[config.mk]
export PLATFORM = sky130hd
export DESIGN_NAME = tag_ct_coalescer
export DESIGN_NICKNAME = d
export VERILOG_FILES = /design/src/rtl/spike_pkg.sv /design/src/rtl/vr_pipe_reg.sv /design/src/rtl/tag_ct_coalescer.sv
export SDC_FILE = /design/constraint.sdc
export NUM_CORES = 1
export LEC_CHECK = 0
export BUFFER_PORTS_ARGS = -buffer_cell sky130_fd_sc_hd__buf_2
export CAP_MARGIN = 10
export CORE_UTILIZATION = 57
export DETAILED_ROUTE_END_ITERATION = 8
export PLACE_DENSITY = 0.79
export SLEW_MARGIN = 20
export SYNTH_ARGS = -nofsm -noshare
export SYNTH_HDL_FRONTEND = slang
export SYNTH_SLANG_ARGS = --single-unit
[constraint.sdc]
create_clock -name clk -period 3 [get_ports clk]
set_clock_uncertainty 0.2 [all_clocks]
set_input_delay 0.3 -clock clk [delete_from_list [all_inputs] [get_ports clk]]
set_output_delay 0.3 -clock clk [all_outputs]
set_load 0.02 [all_outputs]
[src/rtl/spike_pkg.sv]
// Shared spike-path definitions: default tag/count widths, the tag/count
// record payload and the saturating-count limit helper.
package spike_pkg;

  localparam int unsigned NTAG_DEF = 10;
  localparam int unsigned NCT_DEF  = 10;

  typedef struct packed {
    logic [NTAG_DEF-1:0] tag;
    logic [NCT_DEF-1:0]  ct;
  } tag_ct_t;

  function automatic int unsigned ct_max(input int unsigned nct);
    return (32'd1 << nct) - 32'd1;
  endfunction

endpackage

[src/rtl/vr_pipe_reg.sv]
// One-entry valid/ready register with a parameterized payload type.
// Accepts a new word whenever empty or when the held word drains the same cycle.
module vr_pipe_reg
  import spike_pkg::*;
#(
  parameter type T = tag_ct_t
) (
  input  logic clk,
  input  logic reset,
  input  logic in_v,
  output logic in_r,
  input  T     in_data,
  output logic out_v,
  input  logic out_r,
  output T     out_data
);

  logic v_q, v_d;
  T     data_q, data_d;

  assign in_r     = !v_q || out_r;
  assign out_v    = v_q;
  assign out_data = data_q;

  always_comb begin
    v_d    = v_q;
    data_d = data_q;
    if (in_v && in_r) begin
      v_d    = 1'b1;
      data_d = in_data;
    end else if (out_r) begin
      v_d = 1'b0;
    end
  end

  always_ff @(posedge clk or posedge reset) begin
    if (reset) begin
      v_q    <= 1'b0;
      data_q <= '0;
    end else begin
      v_q    <= v_d;
      data_q <= data_d;
    end
  end

endmodule

[src/rtl/tag_ct_coalescer.sv]
// Merges runs of identical spike tags into (tag, count) records for the filter
// array, with idle-timeout eviction and a flush/drain handshake.
module tag_ct_coalescer
  import spike_pkg::*;
#(
  parameter int unsigned NTAG         = NTAG_DEF,
  parameter int unsigned NCT          = NCT_DEF,
  parameter int unsigned IDLE_TIMEOUT = 64
) (
  input  logic            clk,
  input  logic            reset,
  input  logic [NTAG-1:0] in_tag,
  input  logic            in_v,
  output logic            in_r,
  output logic [NTAG-1:0] out_tag,
  output logic [NCT-1:0]  out_ct,
  output logic            out_v,
  input  logic            out_r,
  input  logic            flush,
  output logic            flush_done
);

  localparam logic [NCT-1:0] CT_MAX = NCT'(ct_max(NCT));
  localparam int unsigned IW    = (IDLE_TIMEOUT < 2) ? 1 : $clog2(IDLE_TIMEOUT + 1);
  localparam int unsigned IT_M1 = (IDLE_TIMEOUT == 0) ? 0 : IDLE_TIMEOUT - 1;
  // The decision cycle itself counts as the last idle cycle.
  localparam logic [IW-1:0] IDLE_LIM = IW'(IT_M1);

  typedef struct packed {
    logic [NTAG-1:0] tag;
    logic [NCT-1:0]  ct;
  } rec_t;

  logic            hold_v_q, hold_v_d;
  logic [NTAG-1:0] hold_tag_q, hold_tag_d;
  logic [NCT-1:0]  hold_ct_q, hold_ct_d;
  logic            flush_pend_q, flush_pend_d;
  logic            flush_done_q, flush_done_d;
  logic [IW-1:0]   idle_q, idle_d;

  logic slot_free, accept, merge, evict_acc, timeout_hit, evict, out_v_d;
  rec_t rec_in, rec_out;

  assign in_r        = (!hold_v_q || slot_free) && !flush && !flush_pend_q;
  assign accept      = in_v && in_r;
  assign merge       = hold_v_q && (in_tag == hold_tag_q) && (hold_ct_q != CT_MAX);
  assign evict_acc   = accept && hold_v_q && !merge;
  assign timeout_hit = (IDLE_TIMEOUT != 0) && (idle_q == IDLE_LIM);
  assign evict       = evict_acc ||
                       (!accept && hold_v_q && slot_free && (flush_pend_q || timeout_hit));
  assign out_v_d     = evict || (out_v && !out_r);
  assign flush_done  = flush_done_q;

  // Hold register, idle counter and flush bookkeeping.
  always_comb begin
    hold_v_d     = hold_v_q;
    hold_tag_d   = hold_tag_q;
    hold_ct_d    = hold_ct_q;
    idle_d       = idle_q;
    if (accept) begin
      hold_v_d   = 1'b1;
      hold_tag_d = in_tag;
      hold_ct_d  = merge ? hold_ct_q + NCT'(1) : NCT'(1);
    end else if (evict) begin
      hold_v_d   = 1'b0;
    end
    if (accept || !hold_v_q) begin
      idle_d = '0;
    end else if (idle_q != IDLE_LIM) begin
      idle_d = idle_q + IW'(1);
    end
    flush_pend_d = (flush_pend_q && !flush_done_q) || (flush && !flush_pend_q);
    // Registered form of "pending with nothing held or queued" next cycle.
    flush_done_d = flush_pend_d && !hold_v_d && !out_v_d;
  end

  always_ff @(posedge clk or posedge reset) begin
    if (reset) begin
      hold_v_q     <= 1'b0;
      hold_tag_q   <= '0;
      hold_ct_q    <= '0;
      flush_pend_q <= 1'b0;
      flush_done_q <= 1'b0;
      idle_q       <= '0;
    end else begin
      hold_v_q     <= hold_v_d;
      hold_tag_q   <= hold_tag_d;
      hold_ct_q    <= hold_ct_d;
      flush_pend_q <= flush_pend_d;
      flush_done_q <= flush_done_d;
      idle_q       <= idle_d;
    end
  end

  assign rec_in.tag = hold_tag_q;
  assign rec_in.ct  = hold_ct_q;

  vr_pipe_reg #(
    .T(rec_t)
  ) u_out_reg (
    .clk      (clk),
    .reset    (reset),
    .in_v     (evict),
    .in_r     (slot_free),
    .in_data  (rec_in),
    .out_v    (out_v),
    .out_r    (out_r),
    .out_data (rec_out)
  );

  assign out_tag = rec_out.tag;
  assign out_ct  = rec_out.ct;

endmodule

==> flow_summary_export.csv, run 1 <==
group,metric,value,unit
clocking,cts_sinks,51,
global_routing,grt_use_total,0.252,
outcome,status,"completed",
global_routing,antenna_found_initial,0,
timing,fin_crit_sh,0.790,
floorplan,start_util,0.590,
route,vias,2256,
clocking,clk_path_buf_depth,2,
timing,setup_tns,0,ns
synthesis,seq_area_frac_synth,0.458,
global_routing,grt_max_degree,34,
cells_and_area,layout.area.seq,1280,um^2
floorplan,rows,25,
synthesis,synth_edf_count,0,
timing,fmax,0.422,GHz
timing,hold_viol,0,
synthesis,synth_nets,307,
setup_path,crit_fanout,28,
power,p_leak,1.38,nW
place,place_ws,0.662,ns
hold_path,hold_class,"input pin to flip-flop",
power,p_per_area,710,nW/um^2
synthesis,ys_warn_count,0,
clocking,cts_tree,"yes",
route,drt-total-wl,5960,um
place,post-place-cells,383,
synthesis,syn_area_per_cell,9.60,um^2
cells_and_area,drive_gt1_frac,0.188,
route,drtIter0Drc,167,
power,irDropWorstVdd,0.493,mV
setup_path,end_kind,"flip-flop",
place,dp.final_hpwl,4010,um
place,gp_congestion,0.880,
clocking,cts_buffers,5,
synthesis,synth_cell_type_count,43,
floorplan,die_area,5170,um^2
route,drc_errors,0,
synthesis,ys.flop_type,"dfrtp_1",
setup_path,worst-endpoint-arrival,2.36,ns
timing,rsz0062_at_grt,"no",
floorplan,design.portCount,38,
synthesis,syn_inst,290,
setup_path,cp-start-kind,"flip-flop",
timing,slew_violations,0,
synthesis,syn_area,2790,um^2
timing,finalCriticalPeriod,2.37,ns
timing,worst_slack,0.629,ns
cells_and_area,area_growth,11.7,%
global_routing,grt_pass1_wl,10100,um
synthesis,async_reset_ff_frac,1.00,
route,wl_per_cell,15.2,um
global_routing,overflow,0,
clocking,root_buffer,"clkbuf_8",
floorplan,core-area,4720,um^2
route,vias_per_cell,5.76,
clocking,clk_pin_slew_worst_paths,0.10,ns
setup_path,required,2.99,ns
clocking,clk_latency,0.30,ns
route,drt-pass1-iter-count,4,
floorplan,die-width,71.9,um
timing,worst_pin_slew,0.737,ns
run,drv_cap,0,
cells_and_area,fillers,391,
timing,relSlewSlack,0.508,
cells_and_area,multi_input_area,1390,um^2
floorplan,die_h,71.9,um
route,drtAntennaViolNets,0,
timing,setup_viol,0,
clocking,htree_levels,2,
global_routing,grt_pass1_vias,2056,
cells_and_area,nets,341,
synthesis,ys_seq_elements,51,
setup_path,crit_type,"flip-flop to flip-flop",
place,portBuffers,37,
cells_and_area,final_util,0.659,
cells_and_area,final_cells,392,
timing,hold_ws,0.00864,ns
cells_and_area,antenna_cells,0,
[cell usage in the layout (no fill, tap or decap), types with 2 or more instances in the layout]
master     n
nand2_1   62
clkbuf_8   6
nor4_1     2
a221o_1   20
and3_1     2
mux2i_1   22
or3_1      3
xor2_1     2
o21a_1     2
a22o_1     3
nand4_1    4
buf_2     37
a21o_1     4
nand3_1    8
buf_4      7
o21ai_1    4
inv_1      4
nor2_1    13
nor3_1     2
a31oi_1    2
o21ai_0   26
dfrtp_1   51
ha_1       2
a21oi_1    5
xnor2_1   10
nor3_2     2
[per-layer routing]
metal	global-route usage	vias up	share of wire
met5	0	-	0
met4	0.0719	0	0.0091
met3	0.0319	4	0.040
met2	0.381	58	0.45
met1	0.385	1082	0.50
li1	-	1112	-
[final timing paths]
path	from	end	slack, ns	depth (start not counted)
hold / removal	in_tag[7]	hold_tag_q[7]	0.009	3
max in group asynchronous	reset	u_out_reg.out_data[8]	1.50	4
setup reg to reg	hold_ct_q[0]	u_out_reg.out_data[8]	0.63	7
setup / recovery	hold_ct_q[0]	u_out_reg.out_data[8]	0.63	7
hold reg to reg	flush_done	flush_pend_q	0.26	1
min in group asynchronous	reset	idle_q[2]	0.34	3
[critical path, stage by stage, from the launching register on]
cell	delay [ns]
dfrtp_1	0.44
ha_1	0.28
nand3_1	0.10
nor3_1	0.41
nor4_4	0.10
buf_4	0.29
mux2i_1	0.16
a221o_1	0.27
[timing repair]
action,CTS,global route
hold buffers,1,0
hold endpoints to repair,18,0
setup endpoints to repair,0,0
buffers inserted,0,0
gates resized for setup,0,0
[cells in the mapped netlist, types with 2 or more instances]
master	count	area, um^2
nand2_1	62	233
dfrtp_1	51	1280
o21ai_0	26	130
mux2i_1	22	220
a221o_1	20	200
nor2_1	13	48.8
xnor2_1	10	87.6
nand3_1	8	40.0
clkbuf_1	7	26.3
buf_2	6	30.0
a21oi_1	5	25.0
inv_1	5	18.8
a21o_1	4	30.0
nand4_1	4	25.0
o21ai_1	4	20.0
a22o_1	3	26.3
buf_6	3	33.8
or3_1	3	18.8
a31oi_1	2	12.5
and3_1	2	12.5
ha_1	2	25.0
nor3_1	2	10.0
nor3_2	2	20.0
nor3b_1	2	15.0
nor4_1	2	12.5
o21a_1	2	15.0
xor2_1	2	17.5
[flip-flops by register name (all words and copies together), names as in the netlist]
| register | count |
|---|---|
| idle_q | 7 |
| hold_tag_q | 10 |
| flush_done | 1 |
| flush_pend_q | 1 |
| hold_ct_q | 10 |
| u_out_reg.out_v | 1 |
| u_out_reg.out_data | 20 |
| hold_v_q | 1 |
[power breakdown]
group / switching (mW) / internal, mW
combinational: 0.461 / 0.299
sequential: 0.178 / 0.846
clock: 0.235 / 0.189
total: 0.874 / 1.33
[logic make-up after synthesis]
logic type,Yosys count,share of synthesized area
XOR/XNOR,13,0.0436
flip-flops,51,0.458
adder cells (fa/ha/maj),2,0.00898
AO/OA/AOI/OAI,71,0.180
multiplexers,22,0.0791
AND/OR/NAND/NOR,108,0.181
buffers and inverters,23,0.0490
[final cells by class]
type	count	share of cell area
clock inverter	2	0.00523
timing repair buffer	45	0.0796
inverter	5	0.00603
clock buffer	6	0.0265
tap	67	0.0269
multi-input combinational	216	0.446
sequential	51	0.410
[through the flow]
step | total power [mW] | cell area, um^2
3_3_place_gp | 1.77 | 3000
4_1_cts | 2.22 | 3110
5_1_grt | 2.35 | 3110
6_report | 2.21 | 3110
2_1_floorplan | 1.56 | 2790
3_5_place_dp | 1.79 | 3000
Power figures use the tool's default switching activity.
==> inputs of run 2 (changes only) <==
--- a/config.mk
+++ b/config.mk
@@ -5,11 +5,12 @@
 export SDC_FILE = /design/constraint.sdc
 export NUM_CORES = 1
 export LEC_CHECK = 0
+export ABC_AREA = 1
 export BUFFER_PORTS_ARGS = -buffer_cell sky130_fd_sc_hd__buf_2
 export CAP_MARGIN = 10
-export CORE_UTILIZATION = 57
+export CORE_UTILIZATION = 51
 export DETAILED_ROUTE_END_ITERATION = 8
-export PLACE_DENSITY = 0.79
+export PLACE_DENSITY = 0.76
 export SLEW_MARGIN = 20
 export SYNTH_ARGS = -nofsm -noshare
 export SYNTH_HDL_FRONTEND = slang
==> constraint.sdc (replaced) <==
create_clock -name clk -period 2.1 [get_ports clk]
set_clock_uncertainty 0.2 [all_clocks]
set_input_delay 0.21 -clock clk [delete_from_list [all_inputs] [get_ports clk]]
set_output_delay 0.21 -clock clk [all_outputs]
set_load 0.02 [all_outputs]
==> run 2 against run 1 <==
Register-to-register slack lost 0.48 ns; synthesized area down 11%; routed wire length is 21% lower; maximum frequency increased by 22%; critical path type unchanged; non-clock buffer count grew 8; worst setup slack worse by 0.48 ns; via count decreased by 12%; highest routed layer unchanged.
==> flow_summary_export.csv, run 2 <==
group,metric,value,unit
clocking,htree_levels,2,
global_routing,grt_pass1_vias,1777,
route,wl_met2,2160,um
setup_path,end_kind,"flip-flop",
timing,rsz0062_at_grt,"yes",
synthesis,syn_area_per_cell,8.13,um^2
synthesis,seq_area_frac_synth,0.514,
setup_path,crit_type,"flip-flop to flip-flop",
cells_and_area,area_growth,17.4,%
floorplan,die-width,71.8,um
clocking,clk_pin_slew_worst_paths,0.09,ns
floorplan,die_h,71.8,um
timing,relSlewSlack,0.661,
timing,hold_ws,0.0274,ns
synthesis,async_reset_ff_frac,1.00,
cells_and_area,nets,373,
place,gp_congestion,0.829,
setup_path,cp-start-kind,"flip-flop",
cells_and_area,antenna_cells,0,
setup_path,crit_fanout,21,
route,wirelength_met1,2250,um
global_routing,grt_pass1_wl,7980,um
timing,fin_crit_sh,0.928,
hold_path,worst_hold_path.num_cells,4,
clocking,root_buffer,"clkbuf_8",
cells_and_area,drive_gt1_frac,0.204,
global_routing,overflow,0,
cells_and_area,final_cell_mix,"nand2_1 (95), dfrtp_1 (51), buf_2 (37), inv_1 (35), nand3_1 (32)",
route,vias,1982,
route,drt-pass1-iter-count,6,
cells_and_area,final_area,2910,um^2
route,drt-total-wl,4690,um
synthesis,synth_top_cell_by_area,"dfrtp_1",
synthesis,synth_cell_type_count,26,
timing,fmax,0.513,GHz
clocking,cts_sinks,51,
timing,worst_pin_slew,0.507,ns
synthesis,synth_top_area_frac,0.514,
floorplan,core-area,4690,um^2
timing,setup_viol,0,
setup_path,r2r_cells,10,
synthesis,synth_nets,322,
place,post_dp_cell_area,2720,um^2
place,portBuffers,37,
route,dr_wl_met3,185,um
setup_path,critPathTopFamily,"simple AND/OR/NAND/NOR gates",
floorplan,design.portCount,38,
run,drv_cap,0,
power,irDropWorstVdd,0.538,mV
floorplan,die_area,5150,um^2
clocking,clk_latency,0.30,ns
route,highest_layer,"met4",
power,p_per_area,1020,nW/um^2
setup_path,cp_slowest_cell,"dfrtp_1",
global_routing,antenna_found_initial,0,
floorplan,rows,25,
cells_and_area,final_common_cell,"nand2_1",
global_routing,grt_use_total,0.205,
route,drtIter0Drc,85,
synthesis,ys_warn_count,0,
cells_and_area,fillers,426,
clocking,cts_buffers,5,
setup_path,required,2.10,ns
route,wl_per_cell,11.4,um
timing,worst_slack,0.151,ns
timing,hold_viol,0,
hold_path,hold_class,"input pin to flip-flop",
outcome,status,"completed",
power,p_leak,1.64,nW
route,drc_errors,0,
route,drtAntennaViolNets,0,
synthesis,ys_seq_elements,51,
clocking,clk_path_buf_depth,2,
setup_path,worst-endpoint-arrival,1.95,ns
route,vias_per_cell,4.82,
synthesis,syn_area,2480,um^2
synthesis,synthTopCellsByCount,"nand2_1 (95), dfrtp_1 (51), inv_1 (36)",
floorplan,start_util,0.529,
timing,setup_tns,0,ns
global_routing,grt_max_degree,30,
place,place_ws,0.168,ns
timing,slew_violations,0,
cells_and_area,largest_reg_flops,20,
power,fin_total_pwr,2.97,mW
setup_path,cpPeakStageDelay,0.42,ns
clocking,cts_tree,"yes",
synthesis,netlist_top_cells_area,"dfrtp_1 (51%), nand2_1 (14%), nand3_1 (6.5%)",
synthesis,yosys.cell_count.top_type,"nand2_1",
synthesis,syn_inst,305,
timing,finalCriticalPeriod,1.95,ns
synthesis,ys.flop_type,"dfrtp_1",
setup_path,path_depth,10,
place,dp.final_hpwl,3410,um
synthesis,synth_edf_count,0,
setup_path,cp_cell_sequence,"ha_1, inv_1, nor2_4, nand2_4, nand2_2, nand2_2, a21oi_4, nand2_4, nand2_1, nand2_1",
setup_path,crit_buf_inv,1,
-- run 2: changes by cell type after synthesis, moves of 4 or more --
cell and delta:
nor2_1 +11, o21ai_1 -4, o21ai_0 -12, clkbuf_1 -6, mux2i_1 -22, nand2_1 +33, nand3_1 +24, xnor2_1 -9
nand2_2 +13, a221o_1 -20, inv_1 +31
-- run 2: metal layers --
layer / vias up / global-route usage
met5: - / 0
met4: 0 / 0.0850
met3: 10 / 0.0436
met2: 39 / 0.325
met1: 892 / 0.275
li1: 1041 / -
-- run 2: cells by family (layout without fill, tap and decap cells) --
| logic type | after synthesis | after routing | share of synthesized area |
|---|---|---|---|
| and+or+nand+nor | 173 | 173 | 0.308 |
| xor gates and xnor gates | 6 | 6 | 0.0212 |
| buffers and inverters | 46 | 98 | 0.0837 |
| adders and majority gates | 2 | 2 | 0.0101 |
| AOI/OAI and AO/OA | 27 | 27 | 0.0630 |
| DFF | 51 | 51 | 0.514 |
-- run 2: what timing repair did --
action,in CTS,in global routing
hold buffers,11,0
gates resized for setup,0,1
setup endpoints to repair,0,1
setup buffers,0,0
endpoints found under the hold margin,32,0
-- run 2: report_power, final --
part | internal, mW | switching (mW) | total (mW)
Clock | 0.233 | 0.309 | 0.543
Combinational | 0.360 | 0.632 | 0.992
Sequential | 1.23 | 0.209 | 1.44
Total | 1.82 | 1.15 | 2.97
-- run 2: final timing paths --
check	startpoint	to	slack, ns
min in group asynchronous	reset	u_out_reg.out_data[9]	0.27
worst max register to register	idle_q[0]	u_out_reg.out_data[12]	0.15
max in group asynchronous	reset	hold_tag_q[8]	0.91
worst min-delay path	out_r	u_out_reg.out_v	0.03
worst min register to register	u_out_reg.out_data[14]	u_out_reg.out_data[14]	0.28
worst max-delay path	idle_q[0]	u_out_reg.out_data[12]	0.15
-- run 2: tightest hold or removal path: cells and delay by family --
kind          cells  cell delay, ns
simple gates      2            0.15
buf+inv           2            0.13
-- run 2: cell type report --
type | count | area, um^2 | share of cell area
clock buffers | 6 | 72.6 | 0.0249
clock inverters | 2 | 12.5 | 0.00429
inverters | 37 | 139 | 0.0477
multi-input cells | 208 | 997 | 0.342
flip-flops and latches | 51 | 1280 | 0.438
well taps | 54 | 67.6 | 0.0232
repair buffers | 53 | 349 | 0.120
-- run 2: through the flow --
step | utilization | instances
3_5_place_dp | 0.579 | 392
5_1_grt | 0.621 | 411
4_1_cts | 0.620 | 411
6_report | 0.621 | 411
2_1_floorplan | - | 305
3_3_place_gp | 0.579 | 392
